--- src/rtl/spi_mem_bridge.sv ---
// SPI slave bridging serial frames to an internal word memory and a TX FIFO.
// Define SPI_MEM_ERR_FLAGS_EN to add sticky FIFO overflow/underflow flags.
module spi_mem_bridge #(
    parameter int DATA_W     = 8,
    parameter int MEM_DEPTH  = 2**DATA_W,
    parameter int FIFO_DEPTH = 4
) (
    input  logic                        clk,
    input  logic                        rst,
    input  logic                        SS_n,
    input  logic                        MOSI,
    output logic                        MISO,
    input  logic                        apb_mode,
    input  logic [DATA_W-1:0]           tx_wdata,
    input  logic                        tx_wr,
    output logic                        tx_full,
    output logic [$clog2(FIFO_DEPTH):0] tx_level,
    output logic [DATA_W+1:0]           rx_data,
    output logic                        rx_valid
`ifdef SPI_MEM_ERR_FLAGS_EN
    ,
    output logic                        err_ovf,
    output logic                        err_udf
`endif
);

    localparam int FW  = DATA_W + 2;
    localparam int CW  = $clog2(FW + 1);
    localparam int TCW = $clog2(DATA_W);
    localparam int PW  = $clog2(FIFO_DEPTH);
    localparam int AW  = (MEM_DEPTH > 1) ? $clog2(MEM_DEPTH) : 1;

    typedef enum logic [2:0] {
        IDLE, CHK_CMD, WRITE, READ_ADD, READ_DATA
    } state_t;

    state_t              state;
    logic [CW-1:0]       bit_cnt;
    logic [FW-2:0]       shreg;
    logic [DATA_W-1:0]   wr_addr;
    logic [DATA_W-1:0]   rd_addr;
    logic                rd_addr_valid;
    logic                fetch_pend;
    logic [DATA_W-2:0]   tx_sh;
    logic [TCW-1:0]      tx_cnt;

    logic [DATA_W-1:0]   mem  [MEM_DEPTH];
    logic [DATA_W-1:0]   fifo [FIFO_DEPTH];
    logic [PW-1:0]       wr_ptr;
    logic [PW-1:0]       rd_ptr;

    logic [FW-1:0]       frame;
    logic [1:0]          cmd;
    logic [DATA_W-1:0]   payload;
    logic                in_frame;
    logic                frame_last;
    logic                wr_ok;
    logic                rd_ok;
    logic                mem_we;
    logic                fetch;
    logic                pop;
    logic                pop_ok;
    logic                push;
    logic                fifo_empty;
    logic [DATA_W-1:0]   rd_word;

    // The final bit is combined with the shift register so the frame
    // can be decoded on the same edge that samples it.
    assign frame      = {shreg, MOSI};
    assign cmd        = frame[FW-1:FW-2];
    assign payload    = frame[DATA_W-1:0];
    assign in_frame   = (state == WRITE) || (state == READ_ADD) ||
                        (state == READ_DATA);
    assign frame_last = !SS_n && in_frame && (bit_cnt == CW'(FW - 1));

    assign wr_ok  = {1'b0, wr_addr} < (DATA_W + 1)'(MEM_DEPTH);
    assign rd_ok  = {1'b0, rd_addr} < (DATA_W + 1)'(MEM_DEPTH);
    assign mem_we = !rst && frame_last && (cmd == 2'b01) && wr_ok;

    assign fetch      = fetch_pend && !SS_n;
    assign pop        = fetch && apb_mode;
    assign fifo_empty = (tx_level == '0);
    assign tx_full    = (tx_level == (PW + 1)'(FIFO_DEPTH));
    assign push       = tx_wr && !tx_full;
    assign pop_ok     = pop && !fifo_empty;

    always_comb begin
        rd_word = '0;
        if (apb_mode) begin
            if (!fifo_empty) rd_word = fifo[rd_ptr];
        end else if (rd_ok) begin
            rd_word = mem[rd_addr[AW-1:0]];
        end
    end

    always_ff @(posedge clk) begin
        if (mem_we) mem[wr_addr[AW-1:0]] <= payload;
        if (push && !rst) fifo[wr_ptr] <= tx_wdata;
    end

    always_ff @(posedge clk or posedge rst) begin
        if (rst) begin
            wr_ptr   <= '0;
            rd_ptr   <= '0;
            tx_level <= '0;
        end else begin
            if (push) wr_ptr <= wr_ptr + PW'(1);
            if (pop_ok) rd_ptr <= rd_ptr + PW'(1);
            if (push && !pop_ok)
                tx_level <= tx_level + (PW + 1)'(1);
            else if (pop_ok && !push)
                tx_level <= tx_level - (PW + 1)'(1);
        end
    end

`ifdef SPI_MEM_ERR_FLAGS_EN
    always_ff @(posedge clk or posedge rst) begin
        if (rst) begin
            err_ovf <= 1'b0;
            err_udf <= 1'b0;
        end else begin
            if (tx_wr && tx_full) err_ovf <= 1'b1;
            if (pop && fifo_empty) err_udf <= 1'b1;
        end
    end
`endif

    always_ff @(posedge clk or posedge rst) begin
        if (rst) begin
            state         <= IDLE;
            bit_cnt       <= '0;
            shreg         <= '0;
            rx_data       <= '0;
            rx_valid      <= 1'b0;
            wr_addr       <= '0;
            rd_addr       <= '0;
            rd_addr_valid <= 1'b0;
            fetch_pend    <= 1'b0;
            tx_sh         <= '0;
            tx_cnt        <= '0;
            MISO          <= 1'b0;
        end else begin
            rx_valid <= 1'b0;
            if (SS_n) begin
                state      <= IDLE;
                bit_cnt    <= '0;
                fetch_pend <= 1'b0;
                tx_cnt     <= '0;
                MISO       <= 1'b0;
            end else begin
                if (fetch) begin
                    MISO          <= rd_word[DATA_W-1];
                    tx_sh         <= rd_word[DATA_W-2:0];
                    tx_cnt        <= TCW'(DATA_W - 1);
                    fetch_pend    <= 1'b0;
                    rd_addr_valid <= 1'b0;
                end else if (tx_cnt != '0) begin
                    MISO   <= tx_sh[DATA_W-2];
                    tx_sh  <= {tx_sh[DATA_W-3:0], 1'b0};
                    tx_cnt <= tx_cnt - TCW'(1);
                end else begin
                    MISO <= 1'b0;
                end

                unique case (state)
                    IDLE: begin
                        state   <= CHK_CMD;
                        bit_cnt <= '0;
                    end
                    CHK_CMD: begin
                        if (!MOSI)
                            state <= WRITE;
                        else if (rd_addr_valid)
                            state <= READ_DATA;
                        else
                            state <= READ_ADD;
                    end
                    WRITE, READ_ADD, READ_DATA: begin
                        if (bit_cnt < CW'(FW)) begin
                            shreg   <= {shreg[FW-3:0], MOSI};
                            bit_cnt <= bit_cnt + CW'(1);
                        end
                        if (frame_last) begin
                            rx_data  <= frame;
                            rx_valid <= 1'b1;
                            unique case (cmd)
                                2'b00: wr_addr <= payload;
                                2'b10: begin
                                    rd_addr       <= payload;
                                    rd_addr_valid <= 1'b1;
                                end
                                2'b11: begin
                                    if (state == READ_DATA)
                                        fetch_pend <= 1'b1;
                                end
                                default: ;
                            endcase
                        end
                    end
                    default: state <= IDLE;
                endcase
            end
        end
    end

endmodule

--- config.mk ---
export PLATFORM = sky130hd
export DESIGN_NAME = spi_mem_bridge
export DESIGN_NICKNAME = d
export VERILOG_FILES = /design/src/rtl/spi_mem_bridge.sv
export SDC_FILE = /design/constraint.sdc
export NUM_CORES = 2
export LEC_CHECK = 0
export ABC_CLOCK_PERIOD_IN_PS = 4300
export CAP_MARGIN = 20
export CORE_MARGIN = 4
export CORE_UTILIZATION = 55
export DETAILED_ROUTE_END_ITERATION = 8
export HOLD_SLACK_MARGIN = 0.03
export PLACE_DENSITY = 0.8
export SYNTH_ARGS = -nofsm -noshare
export SYNTH_HDL_FRONTEND = slang
export SYNTH_SLANG_ARGS = --single-unit
export TNS_END_PERCENT = 5
--- constraint.sdc ---
create_clock -name clk -period 4.3 [get_ports clk]
set_input_delay 0.86 -clock clk [delete_from_list [all_inputs] [get_ports clk]]
set_output_delay 0.86 -clock clk [all_outputs]
set_load 0.02 [all_outputs]
* Word-level counts from Yosys, hierarchy flattened
Memories as Yosys holds them, arrays and structs flattened.
Cells that the tools add are included.
W data, S select, Z words.
** Word-level totals
- Register bits after elaboration :: 63
- Latch bits :: 0
- RAM bits :: 2080
- ROM bits :: 0
- Bits of input ports :: 14
- Output and inout port bits :: 16
- Logic and storage cells :: 106
- Memories :: 2
** Operators by class
- $add $sub $neg :: 6
- Multipliers :: 0
- Div/mod/pow operators :: 0
- $lt $le $gt $ge :: 1
- Eq/ne operators :: 11
- Shifts and indexed selects :: 0
- Multiplexer cells :: 36
- Bitwise gates (word level) :: 1
- Reductions and logical operators :: 34
** Memories
- mem :: words 256, bits a word 8, rd ports 1, clocked after memory_dff 0, write ports 1, line 47 : logic [DATA_W-1:0] mem [MEM_DEPTH];
- fifo :: words 4, bits a word 8, rd ports 1, clocked after memory_dff 0, write ports 1, line 48 : logic [DATA_W-1:0] fifo [FIFO_DEPTH];
** Operator list (number)
- $mux W3 :: 8
- $mux W1 :: 20
- $mux W8 :: 2
- $mux W7 :: 2
- $logic_and A1 B1 Y1 :: 11
- $pmux W3 S3 :: 1
- $reduce_bool A3 Y1 :: 3
- $mux W4 :: 2
- $pmux W4 S2 :: 1
- $reduce_and A4 Y1 :: 2
- $eq A3 B2 Y1 const B :: 2
- $eq A3 B3 Y1 const B :: 2
- $logic_not A1 Y1 :: 6
- $logic_not A3 Y1 :: 2
- $reduce_and A3 Y1 :: 2
- $sub A3 B1 Y3 const B :: 2
- $add A2 B1 Y2 const B :: 2
- $add A4 B1 Y4 const B :: 1
- $eq A2 B2 Y1 const B :: 2
- $eq A4 B4 Y1 const B :: 1
- $lt A4 B4 Y1 const B :: 1
- $reduce_and A2 Y1 :: 2
- $reduce_bool A2 Y1 :: 2
- $add A3 B1 Y3 const B :: 1
- 8 further kinds :: 9

* Longest topological paths before layout
- Depth in word-level cells :: 9
- Mapped depth :: 11
- Gate-level depth less buffers :: 10

* Least setup slack after synthesis
Ideal clock, no wire load.
- Kind :: flip-flop to flip-flop
- From :: reg shreg[1]
- To :: mem mem[0][2] (data pin)
- Library setup time :: 813 ps
- Arrival time :: 3226 ps
- Data required time :: 3487 ps
- Slack :: 261 ps
- Stages on the path, launching flop included :: 1
- Buffers on the path :: 0
- Period minus slack after synthesis :: 4039 ps
- Cells stage by stage :: dfrtp_1
** RTL lines
- start, declared :: line 39 : logic [FW-2:0] shreg;
- start signal, assigned :: line 180 : shreg <= {shreg[FW-3:0], MOSI};
- end, declared :: line 47
No word-level cell before the write port.

* Worst setup path in the final report
- From :: reg state[0]
- To :: mem mem[200][7] (enable)
** Between the ends
- Cells in the longest elaborated chain, start to end :: 9
- Elaborated cells between the ends (all ways) :: 11
- Those cells by class :: 3 x eq/ne; 2 x mux; 6 x reduce/logical
** RTL lines
- start, declared :: line 37 : state_t state;
- start signal, assigned :: line 130 : state <= IDLE;
- start signal, assigned :: line 145 : state <= IDLE;
- start signal, assigned :: line 167 : state <= CHK_CMD;
- $eq A3 B2 Y1 :: line 72 : assign in_frame = (state == WRITE) || (state == READ_ADD) ||
- $logic_or A1 B1 Y1 :: line 72
- $logic_or A1 B1 Y1 * :: line 72
- $logic_and A1 B1 Y1 * (2 in series) :: line 74 : assign frame_last = !SS_n && in_frame && (bit_cnt == CW'(FW - 1));
- $logic_and A1 B1 Y1 * (2 in series) :: line 78 : assign mem_we = !rst && frame_last && (cmd == 2'b01) && wr_ok;
- $mux W1 * :: line 97 : if (mem_we) mem[wr_addr[AW-1:0]] <= payload;
- $mux W1 (not written as such) * :: line 97
Every way passes the cells marked *; elsewhere a longest branch is shown, timed or not.

==> results.txt <==
TritonCTS clock tree: done
number of antenna violations at the first check in global routing: 7
DRT Pass-1 Iters: 7
Main synth FF type: edfxtp_1
Initial Utilization: 0.5530
Post-Syn Instances: 3884
Fmax: 255.6 MHz
first-pass GRT wire length: 311.9 mm
Sequential Area: 64080 um^2
RD Place Congestion: 0.9091
CTS resizes: 0
worst slew pin tran: 1146 ps
Cell Area, Synth: 82720 um^2
Max Slew Vio Count: 0
clk_lat worst skew: 880 ps
top cell type by total area after synthesis: edfxtp_1
placed insts: 6010
top sig layer: met5
Post-DRT Antenna Nets: 0
Yosys warning count: 0
WL met3: 28.74 mm
Die Area: 156700 um^2
dpl ws: 126.7 ps
min-delay worst type: in -> async
final hold viol count: 0
final net count: 4217
M1 wire length: 72.74 mm
Hold-fix buffers, CTS: 0
Via density: 6.763
multi-input logic area: 17580 um^2
count of flip-flops with a built-in enable after synthesis: 2080
setup TNS: 0 ps
overall global routing resource usage: 0.2758
DRC: 0
worst setup margin: 387.0 ps
critical path class: reg -> reg
post-synthesis sequential area ratio: 0.7741
grt total ovfl: 0
Post-synth ARST share: 0.02940
Synth area leaders: edfxtp_1 76%, mux4_2 14%, dfrtp_1 1.9%
hpwl dp: 127.9 mm
Worst-path clk slew: 70 ps
Fin Hold WS: 503.9 ps
H-tree Lvls: 4
RSZ-0062 raised after global routing: no
core area: 149600 um^2
Avg WL per Cell: 33.74 um
Rel. slew slack: 0.2160
met2 WL: 101.5 mm
CP arrival: 4480 ps
startpoint types: register
run status: complete, no violations
# setup viols final: 0
Pwr Density: 492.1 nW/um^2
Static Leak: 28.78 nW
Synth Net Count: 3908
Fillers: 9429
Synth-to-Final Area Change: 13.13%
IO Count: 30
width of the die: 395.8 um
# Max-Cap Violations: 0
Worst Path Required: 4870 ps
DRT Wirelength: 215.1 mm
Max VDD drop: 0.6455 mV
Syn Area/Cell: 21.30 um^2
non-filler instance count after layout: 6375
Via Count: 43115
Max FO, Critical Path: 14
final period utilization: 0.9100
Die Height: 395.8 um
row cnt: 142
Cell variety after synth: 55
worst clock skew: 71.73 ps
#FFs+latches synth: 2143
largest net degree at the start of global routing: 127
Clock Tree Buf Depth: 3
top cell type's share of synthesized area: 0.7551
Clock Sinks: 2143
CTS Buf Count: 195
min cycle time layout: 3913 ps
post-CTS setup buffer count: 0
Iteration-0 DRC Markers: 7241
vias in the first global route: 43259
layout cells sized above 1: 0.2648
Root Buffer Master: clkbuf_16
IO buf count: 29
Worst Setup End Kind: register
post-layout util: 0.6256
[path summary, 6_finish.rpt]
kind	startpoint	endpoint	slack, ps	cells past startpoint
min in group clk	rx_data[3]	rx_data[3]	510	1
min reg2reg	rx_data[3]	rx_data[3]	510	1
max reg2reg	state[0]	mem[200][7]	390	10
max in group asynchronous	rst	shreg[6]	3090	3
max	state[0]	mem[200][7]	390	10
min	rst	rd_ptr[0]	500	2
[synth_stat cells, types with 2 or more instances]
cell / n
edfxtp_1: 2080
mux4_2: 496
nor2_1: 308
a22oi_1: 126
clkbuf_1: 115
mux2i_1: 93
a21oi_1: 76
dfrtp_1: 63
nand2_1: 54
buf_2: 49
buf_4: 46
a221oi_1: 37
mux2_2: 36
a22o_1: 30
o22ai_1: 28
o221ai_1: 26
o21ai_0: 23
inv_1: 17
nor2b_1: 16
nor3_1: 16
buf_1: 15
nand3_1: 15
a211oi_1: 14
nor4_1: 12
a2111oi_0: 10
and2_1: 10
nand2b_1: 10
ha_1: 9
a2111o_1: 6
o31ai_1: 6
xnor2_1: 5
nand3b_1: 4
buf_6: 3
nor3b_1: 3
or2_2: 3
xor2_1: 3
a31oi_1: 2
or3_1: 2
[final cells by class]
type                    instances  area share
flip-flops and latches       2143      0.6847
multi-input cells            1496      0.1879
clock buffers                 229     0.05361
repair buffers                340     0.03249
well taps                    2016     0.02695
clock inverters               129     0.01357
inverters                      17   0.0006819
diodes                          5   0.0001337
[power by group]
part	switching, mW	total, mW	internal, mW
Combinational	2.46	2.92	0.462
Clock	7.72	17.1	9.39
Sequential	0.733	26.0	25.3
[kinds of logic after synthesis]
group | share of synthesized area
DFF | 0.7741
muxes | 0.1512
and+or+nand+nor | 0.02417
AOI/OAI and AO/OA | 0.03385
buffers and inverters | 0.01422
adders and majority gates | 0.001603
xor gates and xnor gates | 0.0008471
[placed cells by master, fill, tap and decap left out, types with 23 or more instances in the layout]
cell and count:
dfrtp_1 51, buf_4 278, a22o_1 30, buf_12 31
nor2_1 306, a221oi_1 37, a21oi_1 76, nand2_1 54
clkbuf_1 33, mux4_2 496, mux2i_1 93, clkdlybuf4s50_1 28
o22ai_1 28, clkinv_1 49, o21ai_0 23, clkbuf_16 195
o221ai_1 26, mux2_2 36, edfxtp_1 2080, clkinv_2 37
a22oi_1 126
[worst max-delay path, stage by stage (launching register included)]
cell     delay, ps
dfrtp_1        450
or3b_1         420
a21oi_1        240
and4b_1        280
buf_4          240
nand3_1        160
nor2_1         460
buf_4          250
nand2_1        390
nor2_1         510
buf_4          220
[state kept, by name (all words and copies together), names as in the netlist]
signal	cells
MISO	1
bit_cnt	4
fetch_pend	1
fifo	32
mem	2048
rd_addr	8
rd_addr_valid	1
rd_ptr	2
rx_data	10
rx_valid	1
shreg	9
state	3
tx_cnt	3
tx_level	3
tx_sh	7
wr_addr	8
wr_ptr	2
[per-stage QoR]
| step | instance area, um^2 | total power [mW] |
|---|---|---|
| 6_report | 93580 | 46.05 |
| 5_1_grt | 93570 | 47.25 |
| 4_1_cts | 93530 | 46.08 |
| 3_5_place_dp | 87240 | 29.31 |
| 3_3_place_gp | 87240 | 29.12 |
| 2_1_floorplan | 82720 | 27.78 |
[metal layers]
layer | vias to the layer above | track usage
met5 | - | 0
met4 | 12 | 0.1334
met3 | 642 | 0.07554
met2 | 3609 | 0.4229
met1 | 21983 | 0.3720
li1 | 16869 | -
No activity file was read; power rests on OpenSTA's default activity.
